--- src/rtl/fetch_queue.sv ---
// Instruction fetch queue: issues PC fetches over req/gnt/rvalid and buffers words for decode.
// Optional misaligned-PC detection is enabled with `define FETCH_MISALIGN_CHECK_EN.
module fetch_queue #(
    parameter int DEPTH           = 2,
    parameter int MAX_OUTSTANDING = 2
) (
    input  logic        clk,
    input  logic        rst,
    input  logic [31:0] pc_i,
    input  logic        redirect_i,
    output logic        pc_stall_o,
    output logic        imem_req_o,
    output logic [31:0] imem_addr_o,
    input  logic        imem_gnt_i,
    input  logic        imem_rvalid_i,
    input  logic [31:0] imem_rdata_i,
    output logic        instr_valid_o,
    output logic [31:0] instr_o,
    output logic [31:0] instr_pc_o,
    input  logic        instr_ready_i
`ifdef FETCH_MISALIGN_CHECK_EN
    ,
    output logic        instr_misalign_o
`endif
);

    localparam int CW = $clog2(DEPTH) + 1;
    localparam int PW = $clog2(DEPTH);
    localparam int QW = (MAX_OUTSTANDING > 1) ? $clog2(MAX_OUTSTANDING) : 1;

    typedef enum logic {
        RUN,
        FLUSH
    } state_t;

    state_t         state_q, state_d;
    logic [CW-1:0]  out_q, out_d;
    logic [CW-1:0]  drop_q, drop_d;
    logic [CW-1:0]  cnt_q, cnt_d;
    logic [PW-1:0]  wr_q, rd_q;
    logic [QW-1:0]  aw_q, ar_q;
    logic [31:0]    data_q [DEPTH];
    logic [31:0]    pcs_q  [DEPTH];
    logic [31:0]    aq_q   [MAX_OUTSTANDING];

    logic credit, issue_ok, req, accept, rsp, push, pop;

    function automatic logic [QW-1:0] q_next(input logic [QW-1:0] p);
        return (p == QW'(MAX_OUTSTANDING - 1)) ? '0 : p + QW'(1);
    endfunction

    // Credit covers both in-flight requests and buffered words so the FIFO cannot overflow
    assign credit   = (int'(out_q) < MAX_OUTSTANDING)
                   && ((int'(out_q) + int'(cnt_q)) < DEPTH);
    assign issue_ok = (state_q == RUN) && !redirect_i && credit;

`ifdef FETCH_MISALIGN_CHECK_EN
    logic misalign;
    assign misalign = (pc_i[1:0] != 2'b00);
    assign req      = issue_ok && !misalign;

    always_ff @(posedge clk or negedge rst) begin
        if (!rst)
            instr_misalign_o <= 1'b0;
        else if (redirect_i)
            instr_misalign_o <= 1'b0;
        else if (issue_ok && misalign)
            instr_misalign_o <= 1'b1;
    end
`else
    assign req = issue_ok;
`endif

    assign imem_req_o    = rst && req;
    assign imem_addr_o   = pc_i;
    assign accept        = imem_req_o && imem_gnt_i;
    assign pc_stall_o    = !rst || !(accept || redirect_i);
    assign rsp           = imem_rvalid_i && (out_q != '0);
    assign push          = (state_q == RUN) && !redirect_i && rsp;
    assign instr_valid_o = (cnt_q != '0);
    assign pop           = instr_valid_o && instr_ready_i && !redirect_i;
    assign instr_o       = instr_valid_o ? data_q[rd_q] : '0;
    assign instr_pc_o    = instr_valid_o ? pcs_q[rd_q] : '0;

    always_comb begin
        state_d = state_q;
        out_d   = out_q;
        drop_d  = drop_q;
        cnt_d   = cnt_q;
        if (redirect_i) begin
            drop_d  = out_q - CW'(rsp);
            out_d   = drop_d;
            cnt_d   = '0;
            state_d = (drop_d != '0) ? FLUSH : RUN;
        end else begin
            case (state_q)
                RUN: begin
                    out_d = out_q + CW'(accept) - CW'(rsp);
                    cnt_d = cnt_q + CW'(push) - CW'(pop);
                end
                FLUSH: begin
                    cnt_d = cnt_q - CW'(pop);
                    if (rsp) begin
                        drop_d = drop_q - CW'(1);
                        out_d  = out_q - CW'(1);
                        if (drop_q == CW'(1))
                            state_d = RUN;
                    end
                end
                default: state_d = RUN;
            endcase
        end
    end

    always_ff @(posedge clk or negedge rst) begin
        if (!rst) begin
            state_q <= RUN;
            out_q   <= '0;
            drop_q  <= '0;
            cnt_q   <= '0;
            wr_q    <= '0;
            rd_q    <= '0;
            aw_q    <= '0;
            ar_q    <= '0;
        end else begin
            state_q <= state_d;
            out_q   <= out_d;
            drop_q  <= drop_d;
            cnt_q   <= cnt_d;
            if (redirect_i) begin
                wr_q <= '0;
                rd_q <= '0;
                aw_q <= '0;
                ar_q <= '0;
            end else begin
                if (push)
                    wr_q <= wr_q + PW'(1);
                if (pop)
                    rd_q <= rd_q + PW'(1);
                if (accept)
                    aw_q <= q_next(aw_q);
                if (push)
                    ar_q <= q_next(ar_q);
            end
        end
    end

    // Storage needs no reset: head outputs are gated by the registered count
    always_ff @(posedge clk) begin
        if (push) begin
            data_q[wr_q] <= imem_rdata_i;
            pcs_q[wr_q]  <= aq_q[ar_q];
        end
        if (accept)
            aq_q[aw_q] <= pc_i;
    end

endmodule

--- config.mk ---
export PLATFORM = sky130hd
export DESIGN_NAME = fetch_queue
export DESIGN_NICKNAME = d
export VERILOG_FILES = /design/src/rtl/fetch_queue.sv
export SDC_FILE = /design/constraint.sdc
export NUM_CORES = 1
export LEC_CHECK = 0
export CAP_MARGIN = 10
export CORE_MARGIN = 1.5
export CORE_UTILIZATION = 46
export CTS_CLUSTER_DIAMETER = 100
export CTS_CLUSTER_SIZE = 24
export DETAILED_ROUTE_END_ITERATION = 16
export MAX_ROUTING_LAYER = met4
export PLACE_DENSITY = 0.76
export SKIP_LAST_GASP = 1
export SYNTH_ARGS = -nofsm -noshare
export SYNTH_HDL_FRONTEND = slang
export SYNTH_SLANG_ARGS = --single-unit
--- constraint.sdc ---
create_clock -name clk -period 4.5 [get_ports clk]
set_clock_uncertainty 0.2 [all_clocks]
set_input_delay 1.35 -clock clk [delete_from_list [all_inputs] [get_ports clk]]
set_output_delay 1.35 -clock clk [all_outputs]
set_load 0.01 [all_outputs]
==> impl_metrics.env, run 1 <==
export IMPL_worst_setup_path_start_kind="input port"
export IMPL_grt_pass1_wl_um=22000
export IMPL_initial_core_util_pct=47.2
export IMPL_synth_async_reset_ratio_pct=5.42
export IMPL_port_buffers=168
export IMPL_fin_util_pct=59.2
export IMPL_wire_per_inst_um=16.6
export IMPL_seqPwrFrac_pct=46.5
export IMPL_first_pass_iters=4
export IMPL_power_per_cell_area_nw_per_um2=504
export IMPL_drive_gt1_share_pct=6.01
export IMPL_tightest_slew_ns=0.813
export IMPL_path_class="input port to primary output"
export IMPL_drv_slew=0
export IMPL_via_per_inst=4.94
export IMPL_clockRootBuffer="clkbuf_16"
export IMPL_status="finished, final reports clean"
export IMPL_synthCells=487
export IMPL_cts_sinks=203
export IMPL_synth_avg_cell_area_um2=16.8
export IMPL_cp_endpoint="pc_stall_o"
export IMPL_synthTopCellsByCount="192 x edfxtp_1, 77 x nor2_1, 65 x mux2i_1"
export IMPL_grt_overflow=0
export IMPL_final_nets=708
export IMPL_setup_violations=0
export IMPL_p_sw_share_pct=29.3
export IMPL_placementRows=48
export IMPL_syn2layout_area_growth_pct=25.4
export IMPL_dp_cells=840
export IMPL_antenna_found_initial=0
export IMPL_pre_cts_slack_ns=0.148
export IMPL_p_sw_mw=1.51
export IMPL_fin_area_um2=10200
export IMPL_synth_most_common_cell="edfxtp_1"
export IMPL_end_kind="primary output"
export IMPL_r2r_start="cnt_q[0]$_DFF_PN0_"
export IMPL_drc_errors=0
export IMPL_die_h_um=136
export IMPL_setup_tns_ns=0
export IMPL_ir_drop_mv=0.312
export IMPL_internal_power_mw=3.65
export IMPL_rr_worst_depth=13
export IMPL_fmax_mhz=229
export IMPL_first_iter_violations=146
export IMPL_startpoint="rst"
export IMPL_leakage_nw=3.39
export IMPL_r2r_slack_ns=1.49
export IMPL_hold_path_class="flop to flop"
export IMPL_cp_required_ns=2.95
export IMPL_clk_pin_slew_ns=0.09
export IMPL_first_global_vias=4436
export IMPL_combPwrFrac_pct=32.6
export IMPL_dpl_instance_area_um2=9890
export IMPL_track_usage_pct=15.8
export IMPL_vias=4237
export IMPL_max_cap_violations=0
export IMPL_rr_endpoint="out_q[1]$_DFFE_PN0P_"
export IMPL_grt_max_degree=49
export IMPL_dieArea_um2=18600
export IMPL_period_share_pct=97.2
export IMPL_cts_tree="built"
export IMPL_synthTopCellsByArea="edfxtp_1 71%, mux2i_1 8.0%, mux2_1 4.4%"
export IMPL_ys_warnings_count=0
export IMPL_gp_congestion=0.784
export IMPL_hold_viol=0
export IMPL_cts_resized=0
export IMPL_cts_made_buffers=12
export IMPL_netlist_area_um2=8170
export IMPL_dieWidth_um=136
export IMPL_synth_cell_types=28
export IMPL_critical_path_arrival_ns=2.82
export IMPL_post_cts_setup_buffers=0
export IMPL_yosys_area_top_type="edfxtp_1"
export IMPL_drt_total_wl_um=14200
export IMPL_min_period_ns=4.37
export IMPL_relSlewSlack_pct=45.8
export IMPL_core_um2=17300
export IMPL_synth_edff_count=192
export IMPL_cts_hold_buf=0
export IMPL_ant_nets=0
export IMPL_ys_flop_type="edfxtp_1"
export IMPL_htree_levels=1
export IMPL_ys_ff_latch=203
export IMPL_cts_buffer_depth=3
export IMPL_hold_slack_ns=0.357
export IMPL_fin_total_pwr_mw=5.17
export IMPL_path_max_fanout=2
export IMPL_timing_final_ws_setup_ns=0.127
export IMPL_synth_seq_area_share_pct=73.9
export IMPL_antennaDiodeCount=0
export IMPL_yosys_area_top_type_share_pct=70.6
export IMPL_dpl_hpwl_um=9410
export IMPL_clock_latency_ns=0.45
export IMPL_syn_num_nets=566
export IMPL_stdcell_count=857
export IMPL_rsz0062_at_grt="no"
export IMPL_ios=169
export IMPL_p_clk_share_pct=20.9
worst min-delay path by stage:
stage,startpoint,endpoint,cells after the start
after detailed placement,aq_q[0][8]$_DFFE_PP_,pcs_q[0][8]$_DFFE_PP_,1
after CTS,aq_q[1][12]$_DFFE_PP_,pcs_q[1][12]$_DFFE_PP_,1
after floorplan,aq_q[0][10]$_DFFE_PP_,pcs_q[0][10]$_DFFE_PP_,1
after global placement,aq_q[0][10]$_DFFE_PP_,pcs_q[0][10]$_DFFE_PP_,1
after global routing,aq_q[0][30]$_DFFE_PP_,pcs_q[0][30]$_DFFE_PP_,1
final,aq_q[0][8]$_DFFE_PP_,pcs_q[0][8]$_DFFE_PP_,1
kinds of logic (layout without fill, tap and decap cells):
group	Yosys count	after routing	synth area share (%)
adder cells (fa/ha/maj)	9	9	1.47
buffers and inverters	62	207	5.31
AO/OA/AOI/OAI	10	10	0.720
XOR/XNOR	11	11	1.18
multiplexers	97	97	12.4
flip-flops	203	203	73.9
AND/OR/NAND/NOR	95	95	4.99
state kept, by name (all words and copies together) (netlist names):
name	count
cnt_q	2
data_q	64
state_q	1
wr_q	1
aw_q	1
pcs_q	64
ar_q	1
aq_q	64
rd_q	1
drop_q	2
out_q	2
power by group through the flow:
| stage | clock network, mW | logic [mW] | registers, mW |
|---|---|---|---|
| after detailed placement | 0 | 1.70 | 2.45 |
| after CTS | 1.12 | 1.71 | 2.41 |
| after global routing | 1.19 | 1.84 | 2.43 |
| after floorplan | 0 | 1.05 | 2.33 |
| after global placement | 0 | 1.66 | 2.44 |
| final | 1.08 | 1.68 | 2.40 |
layout make-up:
type / instances / area (µm²)
clock buffer: 16 / 337
clock inverter: 1 / 16.3
fill: 1276 / 7050
inverter: 9 / 33.8
multi-input combinational: 222 / 1730
sequential: 203 / 6050
tap: 225 / 282
timing repair buffer: 181 / 1800
cells in the final DEF, fill, tap and decap left out, types with 3 or more instances in the layout:
| cell type | instances |
|---|---|
| inv_1 | 9 |
| ha_1 | 8 |
| nor2_4 | 5 |
| mux2_1 | 32 |
| dfrtp_1 | 9 |
| edfxtp_1 | 192 |
| clkbuf_16 | 13 |
| clkbuf_1 | 3 |
| a21oi_1 | 3 |
| xor2_1 | 3 |
| nand2_1 | 7 |
| nor2_1 | 73 |
| o21ai_1 | 4 |
| xnor2_1 | 8 |
| buf_4 | 11 |
| clkdlybuf4s50_1 | 168 |
| mux2i_1 | 65 |
worst max-delay path, cell delays in order:
cell and delay, ns:
clkdlybuf4s50_1 0.49, nor2b_1 0.25, nand4_4 0.12, nand2_1 0.08
nand2_1 0.05, clkdlybuf4s50_1 0.48
per-layer routing:
layer	part of all wire (%)	wire length [µm]	track usage, %	vias to the layer above
met5	0	0	-	-
met4	2.0	290	4.85	0
met2	50	7090	26.8	145
met3	4.7	666	2.39	20
li1	-	-	-	2022
met1	43	6140	19.8	2050
No activity file was read; power rests on OpenSTA's default activity.
==> run 2: changes to the inputs <==
--- a/config.mk
+++ b/config.mk
@@ -11,6 +11,7 @@
 export CTS_CLUSTER_DIAMETER = 100
 export CTS_CLUSTER_SIZE = 24
 export DETAILED_ROUTE_END_ITERATION = 16
+export GPL_TIMING_DRIVEN = 0
 export MAX_ROUTING_LAYER = met4
 export PLACE_DENSITY = 0.76
 export SKIP_LAST_GASP = 1
==> impl_metrics.env, run 2 (synthesized netlist as in run 1, its figures left out) <==
export IMPL_end_kind="primary output"
export IMPL_r2r_slack_ns=1.57
export IMPL_cp_slowest_cell="clkdlybuf4s50_1"
export IMPL_p_sw_share_pct=29.1
export IMPL_clock_latency_ns=0.46
export IMPL_clk_pin_slew_ns=0.09
export IMPL_wire_per_inst_um=16.2
export IMPL_htree_levels=1
export IMPL_track_usage_pct=16.1
export IMPL_antennaDiodeCount=0
export IMPL_period_share_pct=97.1
export IMPL_path_class="input port to primary output"
export IMPL_crit_buf_inv=2
export IMPL_vias=4347
export IMPL_r2r_start="out_q[0]$_DFFE_PN0P_"
export IMPL_critical_path_arrival_ns=2.82
export IMPL_p_sw_mw=1.54
export IMPL_syn2layout_area_growth_pct=30.1
export IMPL_first_pass_iters=4
export IMPL_crit_path_frequent_cell="nand2_1"
export IMPL_cts_sinks=203
export IMPL_crit_family="buffers and inverters"
export IMPL_min_from="aq_q[0][17]$_DFFE_PP_"
export IMPL_seqPwrFrac_pct=43.6
export IMPL_core_um2=17300
export IMPL_ir_drop_mv=0.255
export IMPL_first_iter_violations=138
export IMPL_worst_setup_path_start_kind="input port"
export IMPL_antenna_found_initial=0
export IMPL_fmax_mhz=229
export IMPL_hold_end="pcs_q[1][17]$_DFFE_PP_"
export IMPL_max_cap_violations=0
export IMPL_power_per_cell_area_nw_per_um2=496
export IMPL_setup_violations=0
export IMPL_ant_nets=0
export IMPL_dieArea_um2=18600
export IMPL_rr_endpoint="out_q[1]$_DFFE_PN0P_"
export IMPL_leakage_nw=3.62
export IMPL_final_nets=753
export IMPL_initial_core_util_pct=47.2
export IMPL_drt_total_wl_um=14600
export IMPL_cpPeakStageDelay_ns=0.49
export IMPL_p_clk_share_pct=20.7
export IMPL_rsz0062_at_grt="no"
export IMPL_first_global_vias=4378
export IMPL_fin_total_pwr_mw=5.27
export IMPL_placementRows=48
export IMPL_clockRootBuffer="clkbuf_16"
export IMPL_hold_path_class="flop to flop"
export IMPL_drive_gt1_share_pct=11.9
export IMPL_tightest_slew_ns=0.907
export IMPL_layout_common_cells="192 x edfxtp_1, 166 x clkdlybuf4s50_1, 74 x nor2_1, 65 x mux2i_1, 35 x buf_4"
export IMPL_gp_congestion=0.738
export IMPL_ios=169
export IMPL_internal_power_mw=3.73
export IMPL_status="finished, final reports clean"
export IMPL_cts_hold_buf=0
export IMPL_dpl_hpwl_um=9940
export IMPL_setup_tns_ns=0
export IMPL_reg_top3="aq_q (64), data_q (64), pcs_q (64)"
export IMPL_grt_max_degree=65
export IMPL_die_h_um=136
export IMPL_dieWidth_um=136
export IMPL_cp_required_ns=2.95
export IMPL_layout_commonest_cell="edfxtp_1"
export IMPL_hold_viol=0
export IMPL_cts_tree="built"
export IMPL_rr_worst_depth=12
export IMPL_cts_buffer_depth=3
export IMPL_grt_overflow=0
export IMPL_min_period_ns=4.37
export IMPL_path_max_fanout=13
export IMPL_cp_cell_sequence="buf_2 > nor2b_1 > nand4_4 > nand2_1 > nand2_1 > clkdlybuf4s50_1"
export IMPL_drv_slew=0
export IMPL_cp_num_cells=6
export IMPL_via_per_inst=4.81
export IMPL_cts_made_buffers=12
export IMPL_combPwrFrac_pct=35.7
export IMPL_min_path_cells=1
export IMPL_relSlewSlack_pct=39.5
export IMPL_port_buffers=168
export IMPL_drc_errors=0
export IMPL_grt_pass1_wl_um=22300
-- run 2: per-layer routing --
| metal | GRT usage (%) | routed length (µm) | share of wire [%] |
|---|---|---|---|
| met5 | - | 0 | 0 |
| met2 | 28.2 | 7410 | 51 |
| met3 | 2.27 | 715 | 4.9 |
| met1 | 19.8 | 6300 | 43 |
| met4 | 3.66 | 209 | 1.4 |
-- run 2: worst max-delay path by stage --
stage / startpoint / to / slack, ns
after floorplan: imem_rvalid_i / data_q[0][0]$_DFFE_PP_ / 0.52
after global placement: rst / aq_q[1][13]$_DFFE_PP_ / -1.02
after detailed placement: rst / pc_stall_o / -0.55
after CTS: redirect_i / pc_stall_o / 0.03
after global routing: rst / pc_stall_o / 0.01
final: rst / pc_stall_o / 0.13
-- run 2: final cells by class --
type                    instances  area [µm²]
inverters                       9        33.8
clock inverters                 1        16.3
flip-flops and latches        203        6040
clock buffers                  17         340
well taps                     225         282
plain buffers                  53         400
multi-input cells             222        1720
fillers                      1229        6670
repair buffers                173        1790
-- run 2: worst register-to-register path, stage by stage, from the launching register on --
cell and delay (ns):
dfrtp_1 0.40, inv_1 0.16, nor2_1 0.07, fa_1 0.44, nor2_1 0.24, nand4_4 0.22, ha_1 0.33, inv_1 0.04
ha_1 0.19, xnor2_1 0.14, xnor2_1 0.13, a21oi_1 0.18, a21oi_1 0.08
-- run 2: power groups by stage --
stage | clock network (mW) | registers, mW | logic [mW]
after floorplan | 0 | 2.33 | 1.05
after global placement | 0 | 2.34 | 1.83
after detailed placement | 0 | 2.34 | 1.89
after CTS | 1.12 | 2.30 | 1.91
after global routing | 1.19 | 2.31 | 2.04
final | 1.09 | 2.30 | 1.88
-- run 2: what timing repair did --
item	4_1_cts	5_1_grt
gates resized for setup	5	1
setup endpoints to repair	2	1
pin swaps	1	0
setup buffers	1	0
-- run 2: stage by stage --
step | hold slack (ns) | setup slack [ns] | utilization, % | cells | area [µm²]
2_1_floorplan | 0.320 | 0.522 | - | 487 | 8170
3_3_place_gp | 0.326 | -1.02 | 58.6 | 880 | 10100
3_5_place_dp | 0.334 | -0.547 | 59.3 | 884 | 10300
4_1_cts | 0.324 | 0.0348 | 61.4 | 903 | 10600
5_1_grt | 0.369 | 0.0113 | 61.4 | 903 | 10600
6_report | 0.321 | 0.129 | 61.4 | 903 | 10600
==> RTL edit, RTL diff (config.mk and constraints of run 1) <==
Set the parameter `MAX_OUTSTANDING` to 4 (it was 2).
--- a/src/rtl/fetch_queue.sv
+++ b/src/rtl/fetch_queue.sv
@@ -3,5 +3,5 @@
 module fetch_queue #(
     parameter int DEPTH           = 2,
-    parameter int MAX_OUTSTANDING = 2
+    parameter int MAX_OUTSTANDING = 4
 ) (
     input  logic        clk,
Behaviour: same outputs for any inputs over 4 cycles, from zero or initial values and one cycle with rst low; that may be too few to reach the edited logic, so the function may still have changed.
==> RTL edit against run 1 <==
Final area rose by 26%. Routed wire length up 35%. Area after synthesis increased by 31%. Total power grew 22%. Final cell count rose by 18%. Non-clock buffer count up 4. Count of clock-buffer cells in the layout is 8 higher. Setup slack gained 0.010 ns. Sequential cell count rose by 66. Synthesized cell count up 17%.
==> RTL edit: results (changes against run 1) <==
Placement
  – DPL Wire Length: 12.13 mm (+29%)
  – GP Congestion: 0.7517 (-4.1%)

Synthesis
  – Synth top area cells: edfxtp_1, mux2i_1, mux4_2
  – EDFF count, synth: 256 (+33%)
  – Synth cell count leaders: edfxtp_1, nor2_1, mux2i_1
  – Yosys cell types: 33 (+18%)
  – Post-Synth XOR/XNOR Area: 0.7392% (-0.44 points)
  – Post-Synth Adder-Cell Area: 1.713% (+0.24 points)
  – Post-synthesis sequential area ratio: 75.14% (+1.2 points)
  – Compound-Gate Fraction of Synth Area: 0.7509% (+0.031 points)

Power
  – Switching Share: 28.16% (-1.1 points)
  – Cell leakage power: 4.157 nW (+23%)
  – Comb group: 1.81 mW (+8%)
  – Maximum vdd drop: 0.4091 mV (+31%)
  – Sequential logic power: 3.08 mW (+28%)

Global route
  – All-Layer GR Usage: 16.43% (+0.59 points)
  – Vias in the first global route: 5509 (+24%)

Route
  – Routed met1 length: 7.853 mm (+28%)
  – Met2 Wirelength: 9.843 mm (+39%)
  – Met3 WL: 1.057 mm (+59%)
  – Via count: 5285 (+25%)
  – Initial DRC Count: 295 (+100%)

Worst hold path
  – Hold_sp: drop_q[1]$_DFFE_PN0P_
  – WHS Path Cells: 2 (+1)
  – Hold path endpoint: drop_q[1]$_DFFE_PN0P_

Clock tree
  – CTS buffer count: 15 (+3)
  – Clk_lat worst skew: 0.50 ns (+0.05 ns)

Critical path
  – Crit path largest cell delay: 0.55 ns (+0.06 ns)
  – R2R Setup Slk: 1.47 ns (-0.02 ns)
  – Crit path DAT: 2.81 ns (about the same)
  – R2R cell count: 14 (+1)

Layout
  – Nets: 799 (+13%)
  – # fillers: 1696 (+33%)
  – Top Registers: aq_q x128, data_q x64, pcs_q x64

Run status
  – Status: finished clean

STA
  – Worst Tran Pin Value: 0.8461 ns (+0.03326 ns)
## RTL edit: cell types whose count changed in the layout (fill, tap and decap cells not counted), moves of 4 or more
cell	before	now
mux2_1	32	0
and2_2	0	4
o21ai_1	4	0
o21ai_0	0	4
clkbuf_1	3	9
edfxtp_1	192	256
mux4_2	0	28
ha_1	8	13
mux4_1	0	4
## RTL edit: final cells by class
class	count	area, sq um	area share [%]
sequential	269	8019	62.16
multi-input combinational	234	2190	16.97
timing repair buffer	185	1859	14.41
clock buffer	24	409.1	3.172
tap	285	356.6	2.764
inverter	10	37.54	0.2910
clock inverter	2	28.78	0.2231
## RTL edit: per-stage QoR
step	hold slack [ns]	cell area, sq um	cells	total power [mW]	setup slack (ns)
2_1_floorplan	0.3272	10670	572	4.166	0.5146
5_1_grt	0.4340	12900	1009	6.608	0.08792
3_5_place_dp	0.3647	12460	983	4.980	0.1341
6_report	0.3744	12900	1009	6.297	0.1370
4_1_cts	0.3845	12900	1009	6.374	0.1316
3_3_place_gp	0.3453	12460	983	4.923	0.1576
